File: src/rtl/rf_wb_arb.sv
// Purpose : merges the load-return and ALU writeback sources into the single RF write port.
// Latency : 1 cycle from accept (load or bypassed ALU) or from FIFO pop to registered we/dst.
// Backpr. : alu_rdy drops when the ALU FIFO is full; ld_rdy drops for one cycle when the starvation guard fires.
//
// Ports:
//   clk, rst                      clock, async active-high reset
//   alu_vld/alu_rdy/alu_addr/data ALU writeback request (lower priority, queued on loss)
//   ld_vld/ld_rdy/ld_addr/ld_data load-return writeback request (higher priority)
//   chk_addr -> chk_hit           combinational "write still in flight" hazard lookup
//   we, dst_addr, dst             registered RF write port
//   qcnt                          ALU FIFO occupancy, 0..DEPTH
module rf_wb_arb #(
  parameter int DEPTH      = 4,
  parameter int STARVE_MAX = 3
) (
  input  logic                         clk,
  input  logic                         rst,
  input  logic                         alu_vld,
  input  logic [3:0]                   alu_addr,
  input  logic [15:0]                  alu_data,
  output logic                         alu_rdy,
  input  logic                         ld_vld,
  input  logic [3:0]                   ld_addr,
  input  logic [15:0]                  ld_data,
  output logic                         ld_rdy,
  input  logic [3:0]                   chk_addr,
  output logic                         chk_hit,
  output logic                         we,
  output logic [3:0]                   dst_addr,
  output logic [15:0]                  dst,
  output logic [$clog2(DEPTH+1)-1:0]   qcnt
);

  localparam int AW = $clog2(DEPTH);
  localparam int CW = $clog2(DEPTH + 1);
  localparam int SW = $clog2(STARVE_MAX + 1);

  localparam logic [CW-1:0] QFULL = CW'(DEPTH);
  localparam logic [SW-1:0] SMAX  = SW'(STARVE_MAX);

  typedef struct packed {
    logic [3:0]  addr;
    logic [15:0] data;
  } wb_t;

  // FIFO storage and bookkeeping
  wb_t           fifo_mem [DEPTH];
  logic [AW-1:0] rd_ptr;
  logic [AW-1:0] wr_ptr;
  logic [SW-1:0] starve;
  logic [CW-1:0] qcnt_nxt;

  // Arbitration decode
  logic          q_empty;
  logic          guard;
  logic          alu_acc;
  logic          ld_acc;
  logic          ld_win;
  logic          pop;
  logic          push;
  logic          sel_we;
  wb_t           sel;
  wb_t           head;

  // Hazard lookup scratch
  logic [AW-1:0] slot;
  logic          hit;

  assign q_empty = (qcnt == '0);
  assign guard   = (qcnt == QFULL) && (starve == SMAX);

  // Both ready signals come from registered state only, so no vld->rdy path exists.
  assign alu_rdy = (qcnt != QFULL);
  assign ld_rdy  = !guard;

  assign alu_acc = alu_vld && alu_rdy;
  assign ld_acc  = ld_vld && ld_rdy;
  assign head    = fifo_mem[rd_ptr];

  // Output select, highest priority first. A load to r0 falls through so the
  // FIFO can still drain that cycle.
  always_comb begin
    sel_we = 1'b0;
    sel    = head;
    pop    = 1'b0;
    push   = 1'b0;
    ld_win = 1'b0;

    if (guard) begin
      sel_we = 1'b1;
      pop    = 1'b1;
    end else if (ld_acc && (ld_addr != 4'd0)) begin
      sel_we = 1'b1;
      ld_win = 1'b1;
      sel    = '{addr: ld_addr, data: ld_data};
      push   = alu_acc && (alu_addr != 4'd0);
    end else if (!q_empty) begin
      sel_we = 1'b1;
      pop    = 1'b1;
      push   = alu_acc && (alu_addr != 4'd0);
    end else if (alu_acc && (alu_addr != 4'd0)) begin
      // Empty FIFO: skip the queue entirely to keep ALU latency at one cycle.
      sel_we = 1'b1;
      sel    = '{addr: alu_addr, data: alu_data};
    end
  end

  always_comb begin
    qcnt_nxt = qcnt;
    case ({push, pop})
      2'b10:   qcnt_nxt = qcnt + CW'(1);
      2'b01:   qcnt_nxt = qcnt - CW'(1);
      default: qcnt_nxt = qcnt;
    endcase
  end

  // FIFO payload carries no reset; validity is tracked by qcnt/pointers.
  always_ff @(posedge clk) begin
    if (push) begin
      fifo_mem[wr_ptr] <= '{addr: alu_addr, data: alu_data};
    end
  end

  always_ff @(posedge clk or posedge rst) begin
    if (rst) begin
      rd_ptr <= '0;
      wr_ptr <= '0;
      qcnt   <= '0;
    end else begin
      if (push) begin
        wr_ptr <= wr_ptr + AW'(1);
      end
      if (pop) begin
        rd_ptr <= rd_ptr + AW'(1);
      end
      qcnt <= qcnt_nxt;
    end
  end

  // Starvation counter: counts load wins that left a non-empty FIFO waiting.
  always_ff @(posedge clk or posedge rst) begin
    if (rst) begin
      starve <= '0;
    end else if (ld_win && !q_empty) begin
      if (starve != SMAX) begin
        starve <= starve + SW'(1);
      end
    end else if (pop || q_empty) begin
      starve <= '0;
    end
  end

  // Registered RF write port; address/data hold when no write is issued.
  always_ff @(posedge clk or posedge rst) begin
    if (rst) begin
      we       <= 1'b0;
      dst_addr <= 4'd0;
      dst      <= 16'd0;
    end else begin
      we <= sel_we;
      if (sel_we) begin
        dst_addr <= sel.addr;
        dst      <= sel.data;
      end
    end
  end

  // Hazard lookup over the live FIFO window [rd_ptr, rd_ptr+qcnt) plus the
  // output register. r0 is never written, so it never hazards.
  always_comb begin
    hit  = 1'b0;
    slot = rd_ptr;
    for (int i = 0; i < DEPTH; i++) begin
      slot = rd_ptr + AW'(i);
      if ((CW'(i) < qcnt) && (fifo_mem[slot].addr == chk_addr)) begin
        hit = 1'b1;
      end
    end
    if (we && (dst_addr == chk_addr)) begin
      hit = 1'b1;
    end
    if (chk_addr == 4'd0) begin
      hit = 1'b0;
    end
  end

  assign chk_hit = hit;

endmodule

File: config.mk
export PLATFORM = sky130hd
export DESIGN_NAME = rf_wb_arb
export DESIGN_NICKNAME = d
export VERILOG_FILES = /design/src/rtl/rf_wb_arb.sv
export SDC_FILE = /design/constraint.sdc
export NUM_CORES = 1
export LEC_CHECK = 0
export ABC_AREA = 1
export BUFFER_PORTS_ARGS = -buffer_cell sky130_fd_sc_hd__buf_2
export CORE_UTILIZATION = 50
export DETAILED_ROUTE_END_ITERATION = 8
export PLACE_DENSITY = 0.71
export SETUP_SLACK_MARGIN = 0.2
export SLEW_MARGIN = 20
export SYNTH_ARGS = -nofsm -noshare
export SYNTH_HDL_FRONTEND = slang
export SYNTH_SLANG_ARGS = --single-unit
File: constraint.sdc
create_clock -name clk -period 2.88 [get_ports clk]
set_clock_uncertainty 0.05 [all_clocks]
set_input_delay 0.288 -clock clk [delete_from_list [all_inputs] [get_ports clk]]
set_output_delay 0.288 -clock clk [all_outputs]
set_load 0.02 [all_outputs]
## Word level (Yosys, flattened, before mapping)

Memories as Yosys holds them, arrays and structs flattened.
Index checks and enable logic that the tools add are counted.
Widths: inputs -> output; s select.

| cells by class | value |
|---|---|
| add/sub/neg operators | 7 |
| $lt $le $gt $ge | 4 |
| equal/unequal tests | 12 |
| mux-type cells | 28 |
| reductions and logical operators | 21 |

Operator list:

| cell | number |
|---|---|
| $mux 20 | 4 |
| $eq 4x4->1 | 5 |
| $mux 1 | 20 |
| $logic_and 1x1->1 | 11 |
| $reduce_bool 4->1 | 2 |
| $add 2x1->2 const B | 3 |
| $lt 1x3->1 const A | 2 |
| $lt 2x3->1 const A | 2 |
| $mux 2 | 3 |
| $pmux 3 s2 | 1 |
| $add 2x2->2 const B | 2 |
| $eq 2x2->1 const B | 2 |
| $logic_not 4->1 | 1 |
| $reduce_bool 2->1 | 2 |
| $add 3x1->3 const B | 1 |
| $eq 3x3->1 const B | 1 |
| $logic_not 3->1 | 1 |
| $ne 3x3->1 const B | 1 |
| $sub 3x1->3 const B | 1 |
| $eq 2x1->1 const B | 1 |
| $logic_not 1->1 | 2 |
| $ne 2x1->1 const B | 1 |
| $ne 2x2->1 const B | 1 |
| $reduce_and 2->1 | 1 |
| $logic_or 1x1->1 | 1 |

| storage, ports and cells | value |
|---|---|
| register bits | 30 |
| bits in writable memories | 80 |
| bits of input ports | 48 |
| output and inout bits | 27 |
| word-level logic and storage cells | 80 |
| memories kept | 1 |

Memory list:

| memory | depth | bits a word | rd ports | clocked after memory_dff | write ports | RTL line | source |
|---|---|---|---|---|---|---|---|
| fifo_mem | 4 | 20 | 4 | 0 | 1 | 47 | `wb_t fifo_mem [DEPTH];` |

## Logic depth before layout (Yosys ltp)

Gate-level depths: netlist of the first run.

| logic depth | value |
|---|---|
| word-level depth | 10 |
| gate-level depth with buffers | 14 |
| depth with buffers taken out | 12 |

## Worst setup path after synthesis of the first run

Ideal clock, no wire load.

| timing path | value |
|---|---|
| kind | register to register |
| start point | register qcnt[0] |
| end point | memory fifo_mem[0][0] (netlist name) (enable) |
| library setup time | 397 ps |
| arrival | 2283 ps |
| required time | 2433 ps |
| path slack | 150 ps |
| cell stages (with the launch flop) | 6 |
| path buffers | 0 |
| period minus slack after synthesis | 2730 ps |
| cell sequence | dfrtp_1 -> inv_1 -> ha_1 -> nand2_1 -> nand4_1 -> nor2_1 |

| between the ends | value |
|---|---|
| elaborated cells on any way between the ends | 14 |
| classes of those cells | eq/ne (2); mux (5); reduce/logical (7) |

RTL lines:

| what | RTL line | source |
|---|---|---|
| start, declared | 31 | `output logic [$clog2(DEPTH+1)-1:0] qcnt` |
| start signal, assigned | 136 | `qcnt <= qcnt_nxt;` |
| $ne 3x3->1 * | 73 | `assign alu_rdy = (qcnt != QFULL);` |
| net alu_rdy | 21 | `output logic alu_rdy,` |
| $logic_and 1x1->1 * | 76 | `assign alu_acc = alu_vld && alu_rdy;` |
| $logic_and 1x1->1 * | 96, 100 |  |
| $mux 1 | 97 | `end else if (!q_empty) begin` |
| $mux 1 * | 92 | `end else if (ld_acc && (ld_addr != 4'd0)) begin` |
| $mux 1 * | 89 | `if (guard) begin` |
| $mux 1 * | 119 | `if (push) begin` |
| $mux 1 (not written as such) * | 120 | `fifo_mem[wr_ptr] <= '{addr: alu_addr, data: alu_data};` |
| end, declared | 47 |  |

Mark *: on every way through the listed nets, which the timed path passes. The rest lies on a longest branch.

## Worst setup path in the final report of the first run

| timing path | value |
|---|---|
| start point | register rd_ptr[0] |
| end point | output chk_hit |

| between the ends | value |
|---|---|
| longest elaborated chain between the ends | 9 |
| elaborated cells on any way between the ends | 18 |
| classes of those cells | add/sub (3); eq/ne (4); mux (6); reduce/logical (4); memory (1) |

RTL lines:

| what | RTL line | source |
|---|---|---|
| start, declared | 48 | `logic [AW-1:0] rd_ptr;` |
| start signal, assigned | 134 | `rd_ptr <= rd_ptr + AW'(1);` |
| $add 2x1->2 / $mem_v2 4x20 (equally long branches) | n/a |  |
| $mem_v2 4x20 * | n/a |  |
| $eq 4x4->1 / $logic_and 1x1->1 (equally long branches) | 175 | `if ((CW'(i) < qcnt) && (fifo_mem[slot].addr == chk_addr)) begin` |
| $logic_and 1x1->1 / $mux 1 (equally long branches) | 175 |  |
| $mux 1 (2 in a row) | 175 |  |
| $mux 1 * | 175 |  |
| $mux 1 * | 179 | `if (we && (dst_addr == chk_addr)) begin` |
| $mux 1 * | 182 | `if (chk_addr == 4'd0) begin` |
| end, declared | 27 | `output logic chk_hit,` |

Mark *: on every way between the ends. The rest lies on a longest branch, timed or not.

==> results of run 1 <==
## how the worst max path moves through the flow
stage                          startpoint                  endpoint  slack, ns  depth (start not counted)
floorplan             qcnt[0]$_DFFE_PP0P_  fifo_mem[0][0]$_DFFE_PP_       0.15                          5
global route        rd_ptr[0]$_DFFE_PP0N_                   chk_hit       0.20                         13
finish              rd_ptr[0]$_DFFE_PP0N_                   chk_hit       0.40                         13
CTS                 rd_ptr[1]$_DFFE_PP0N_                   chk_hit       0.25                         11
global placement      qcnt[0]$_DFFE_PP0P_        dst[1]$_DFFE_PP0P_       0.59                         12
detailed placement    qcnt[0]$_DFFE_PP0P_       qcnt[2]$_DFFE_PP0P_       0.53                         11
## cell families (layout without fill, tap and decap cells)
group | count (synthesis) | in the layout | share of synthesized area, %
adder cells (fa/ha/maj) | 10 | 10 | 2.231
XOR/XNOR | 7 | 7 | 1.093
AND/OR/NAND/NOR | 391 | 391 | 28.49
multiplexers | 1 | 1 | 0.1785
buffers and inverters | 73 | 150 | 6.002
AO/OA/AOI/OAI | 58 | 58 | 5.779
flip-flops | 110 | 110 | 56.22
## Yosys cell counts, types with 2 or more instances
cell type  count
clkbuf_1       4
a21oi_1       18
ha_1          10
o21ai_1        6
xnor2_1        3
nand2_1      281
nand3_1       56
o211ai_1      11
edfxtp_1      80
nor3_1         6
o21ai_0       21
inv_2          3
nand4_1       11
dfrtp_1       30
xor2_1         4
buf_4          6
nor2_1        31
buf_2         18
inv_1         38
buf_6          2
## layer usage
layer | vias to the layer above | track usage [%] | wire length [um]
met4 | 0 | 12.92 | 408
met3 | 32 | 2.845 | 575
li1 | 2288 | - | -
met5 | - | 0 | 0
met2 | 150 | 39.06 | 6316
met1 | 2087 | 32.64 | 5936
## area by class of cell
| cell class | count | area [sq um] |
|---|---|---|
| fill | 969 | 4593 |
| sequential | 110 | 3154 |
| multi-input combinational | 467 | 2121 |
| timing repair buffer | 91 | 508.0 |
| tap | 140 | 175.2 |
| inverter | 43 | 165.2 |
| clock buffer | 9 | 123.9 |
| clock inverter | 7 | 47.55 |
## flip-flops by register name, indices dropped and copies added, names as in the netlist
register  count
dst          16
dst_addr      4
fifo_mem     80
qcnt          3
rd_ptr        2
starve        2
we            1
wr_ptr        2
## power by group through the flow
stage	clock, mW	sequential (mW)	combinational (mW)
2_1_floorplan	0	2.55	1.98
3_3_place_gp	0	2.39	2.85
3_5_place_dp	0	2.41	2.90
4_1_cts	0.852	2.38	2.91
5_1_grt	0.915	2.43	3.31
6_report	0.832	2.38	2.91
## through the flow
step	total power, mW	std cells	utilization (%)	worst slack (ns)
after floorplan	4.535	650	-	0.1500
after global placement	5.243	850	56.03	0.5868
after detailed placement	5.312	850	56.03	0.5291
after CTS	6.141	867	57.70	0.2465
after global routing	6.652	867	57.81	0.2020
final	6.130	867	57.81	0.4044
## timing repair
item                                   CTS  global route
setup endpoints to repair                0             1
gates resized for setup                  0             5
endpoints found under the hold margin   30             0
hold buffers                             1             0
==> run metrics, run 1 <==
FF-to-FF setup slack 0.45 ns; initial antenna violation count 0; I/O Pins 75; worst hold path startpoint alu_data[5]; DRT Wirelength between 10000 and 15000 um; Final Critical Period 2.476 ns; peak supply drop approximately 500 uV; CP endpoint kind primary output; Post-DRT Antenna Nets 0; Slew Viols, Final 0; Worst Path Max Fanout 22; Root Driver clkbuf_8; Antenna Cells 0; drt wl/cell ~15 um; worst slew pin tran a little over 0.7 ns; FF-to-FF path depth 11; Syn Inst Count 650; Reg-to-Reg Start qcnt[0]$_DFFE_PP0P_; largest net degree at the start of global routing 38; combinational share of power approximately 48%; f_max 403.9 MHz; Syn. warnings 0; Cell Area, Placed 6101 sq um; DRT iter0 DRCs 393; WP data required 2.54 ns; full die area ~12000 sq um; CTS Sinks 110; crit-path max cell delay approximately 0.4 ns; Hold Crit Class primary input to register; Mapped Area 5608 sq um; Mapped Nets between 700 and 800; Seq/Total Area, Yosys 56.22%; setup tns final 0 ns; IO Port Bufs 74; dpl hpwl 8997 um; FF-to-FF End qcnt[2]$_DFFE_PP0P_; Post-synth top flop edfxtp_1; Vias 4557; post-synth top area cell edfxtp_1; Synth async-reset ratio 27.27%; layout cell share with drive strength beyond 1 15.82%; Hold WS 0.09170 ns; pwr/cell area about 1000 nW/um^2; Hold EP fifo_mem[0][5]$_DFFE_PP_; vias per std cell 5.256; Num CTS Buffers 9; Nets 780; Worst Hold Path Cells 1; CP dominant cell by count nand2_1; CP Class register to primary output; Pre-antenna DRT Iters 5; clk buf depth 2; H-Tree Depth 3; die height between 100 and 150 um; CP cell instances clkinv_2 > nand2_1 > nand2_2 > nand2_1 > nand2_1 > nand2_1 > nand2_1 > nor2_1 > nand3_1 > nand2_1 > nor2_1 > nor2_1 > buf_2; Starting Density 51.51%; commonest non-fill, non-tap cells in the layout nand2_1, edfxtp_1, buf_2, nand3_1, inv_1; register bit total from synthesis 110; Data arrival, critical path 2.14 ns; Clock Power Share 13.6%; number of synthesized flops with an enable pin 80; synthesis-to-layout area growth 12.25%; Leak around 3 nW; Die X 107.9 um; row cnt 38; final instance area around 6300 sq um; switching power summed over all nets 2.726 mW; status complete, no violations; Slew HR between 50% and 60%; TritonCTS clock tree done; top cell type's share of synthesized area 42.84%; WP buf/inv 2; postcts setup bufs 0; Critical Path Start Type register; P_int roughly 3.4 mW; Final Hold Vio Count 0; core area 10890 sq um; Flop pwr share 38.9%; global-route wire length before repair 21400 um; Clk pin slew, worst setup/hold paths approximately 0.11 ns; # Max-Cap Violations 0; routability cong. 0.8857; Worst path slowest cell dfrtp_1; RSZ-0062 raised after global routing no; largest cells by area after synthesis edfxtp_1, nand2_1, dfrtp_1; Tcrit/Tclk final 85.96%; vias in the first global route about 4400; Setup-failing EPs final 0; DRC Markers 0; most common cell after layout, fill and taps aside nand2_1; delay-heaviest family, CP simple AND/OR/NAND/NOR gates; count of cell types in the netlist 31; sw frac 44.47%; Tot GR Track Use 24.37%; GRT overflow 0; Clk Latency, worst-skew pair roughly 0.38 ns; synthesized area per cell 8.628 sq um
(Power assumes the default switching activity.)
==> run 2, diff against run 1 <==
Settings changed: SETUP_SLACK_MARGIN 0.2 to 0.02.
Clock period 2.88 ns to 2.8 ns, I/O delays scaled along.
==> run 2 against run 1 <==
Against the previous run:
- flip-flop and latch count did not move
- largest power group unchanged
- largest cell class unchanged
- clock-buffer cell count grew 1
- clock power up 8.5%
- routed wire length is 0.91% higher
- total power is 4.2% higher
- critical path type unchanged
- highest routed layer unchanged
- worst setup slack got worse by 0.13 ns
- final cell count stayed put
==> run metrics, run 2 (synthesis gave the netlist of run 1 again) <==
Final Hold Vio Count 0; Hold WS 0.07763 ns; postcts setup bufs 0; IO Port Bufs 74; Worst Path Max Fanout 24; global-route wire length before repair 21740 um; WP data required 2.47 ns; largest reg by FF count fifo_mem; most common cell after layout, fill and taps aside nand2_1; FF-to-FF setup slack 0.45 ns; Final Total Pwr 6.386 mW; crit path capture chk_hit; Antenna Cells 0; die height 107.9 um; # Max-Cap Violations 0; vias in the first global route 4479; CP endpoint kind primary output; Nets 780; CTS Sinks 110; Data arrival, critical path 2.20 ns; Critical Path Start Type register; Leak 2.929 nW; GRT overflow 0; setup tns final 0 ns; Die X between 100 and 150 um; Num CTS Buffers 9; CP Class register to primary output; Root Driver clkbuf_8; f_max 395.9 MHz; peak supply drop 577.8 uV; dpl hpwl 9158 um; Tcrit/Tclk final 90.20%; Largest register FFs 80; Slew HR about half; DRT Wirelength 13360 um; # fillers between 900 and 1000; Reg area 3154 sq um; Clk pin slew, worst setup/hold paths 0.11 ns; RSZ-0062 raised after global routing no; Setup-failing EPs final 0; DRC Markers 0; layout cell share with drive strength beyond 1 15.82%; core area 10890 sq um; DRT iter0 DRCs 346; status complete, no violations; pre-CTS setup slack 0.4878 ns; Reg-to-Reg Start qcnt[0]$_DFFE_PP0P_; drt wl/cell 15.41 um; biggest regs fifo_mem: 80 flops, dst: 16 flops, dst_addr: 4 flops; synthesis-to-layout area growth 12.45%; PnR worst setup slack 0.2743 ns; clk buf depth 2; Final Critical Period 2.526 ns; H-Tree Depth 3; routability cong. between 0.9 and 1; FF-to-FF path depth 11; area of the multi-input gates roughly 2100 sq um; final core occ 57.92%; Tot GR Track Use 24.81%; Clk Latency, worst-skew pair 0.38 ns; commonest non-fill, non-tap cells in the layout nand2_1, edfxtp_1, buf_2, nand3_1, inv_1; TritonCTS clock tree done; largest net degree at the start of global routing 35; pwr/cell area 1013 nW/um^2; row cnt 38; I/O Pins 75; Slew Viols, Final 0; Vias 4612; Critical Path Source rd_ptr[0]$_DFFE_PP0N_; Pre-antenna DRT Iters 5; initial antenna violation count 0; Hold Crit Class primary input to register; worst slew pin tran 0.7251 ns; vias per std cell 5.319; FF-to-FF End qcnt[2]$_DFFE_PP0P_; Starting Density 51.51%; full die area 11640 sq um; Post-DRT Antenna Nets 0
run 2: worst min path at each step:
stage	cells past startpoint	start	to
2_1_floorplan	1	rst	dst[0]$_DFFE_PP0P_
4_1_cts	1	alu_data[15]	fifo_mem[0][15]$_DFFE_PP_
5_1_grt	1	alu_data[1]	fifo_mem[1][1]$_DFFE_PP_
3_3_place_gp	3	rst	dst[9]$_DFFE_PP0P_
6_report	1	alu_data[5]	fifo_mem[0][5]$_DFFE_PP_
3_5_place_dp	3	rst	dst[13]$_DFFE_PP0P_
run 2: per-layer routing:
layer,share of wire [%],track usage [%]
met1,41,30.22
met2,50,42.45
met3,5.3,5.145
met4,3.3,11.15
met5,0,0
run 2: what timing repair did:
item,in CTS,in global routing
setup endpoints to repair,0,1
endpoints found under the hold margin,30,0
resized for setup,0,5
hold buffers,1,0
run 2: layout make-up:
cell class,count,share of cell area (%)
Sequential cell,110,50.02
Multi-Input combinational cell,467,33.63
Inverter,43,2.599
Tap cell,140,2.778
Timing Repair Buffer,91,8.115
Clock buffer,10,2.024
Clock inverter,6,0.8333
run 2: power by group:
group	total [mW]	internal (mW)	leakage [nW]	switching (mW)
sequential	2.44	2.20	1.09	0.244
clock	0.903	0.342	0.0911	0.562
combinational	3.04	0.982	1.75	2.06
total	6.39	3.52	2.93	2.86
run 2: metrics by stage:
stage	cell area (sq um)	std cells
global placement	6101	850
floorplan	5608	650
detailed placement	6101	850
CTS	6291	867
finish	6306	867
global route	6306	867
run 2: worst max-delay path, cell delays in order (launching register included):
cell	delay, ns
dfrtp_2	0.47
inv_2	0.09
buf_6	0.20
nand2_1	0.11
nand2_4	0.13
nand2_1	0.06
nand2_1	0.09
nor2_1	0.04
nor2_1	0.15
nand3_1	0.10
nand3_1	0.10
nor2_1	0.05
nor2_1	0.07
buf_2	0.16
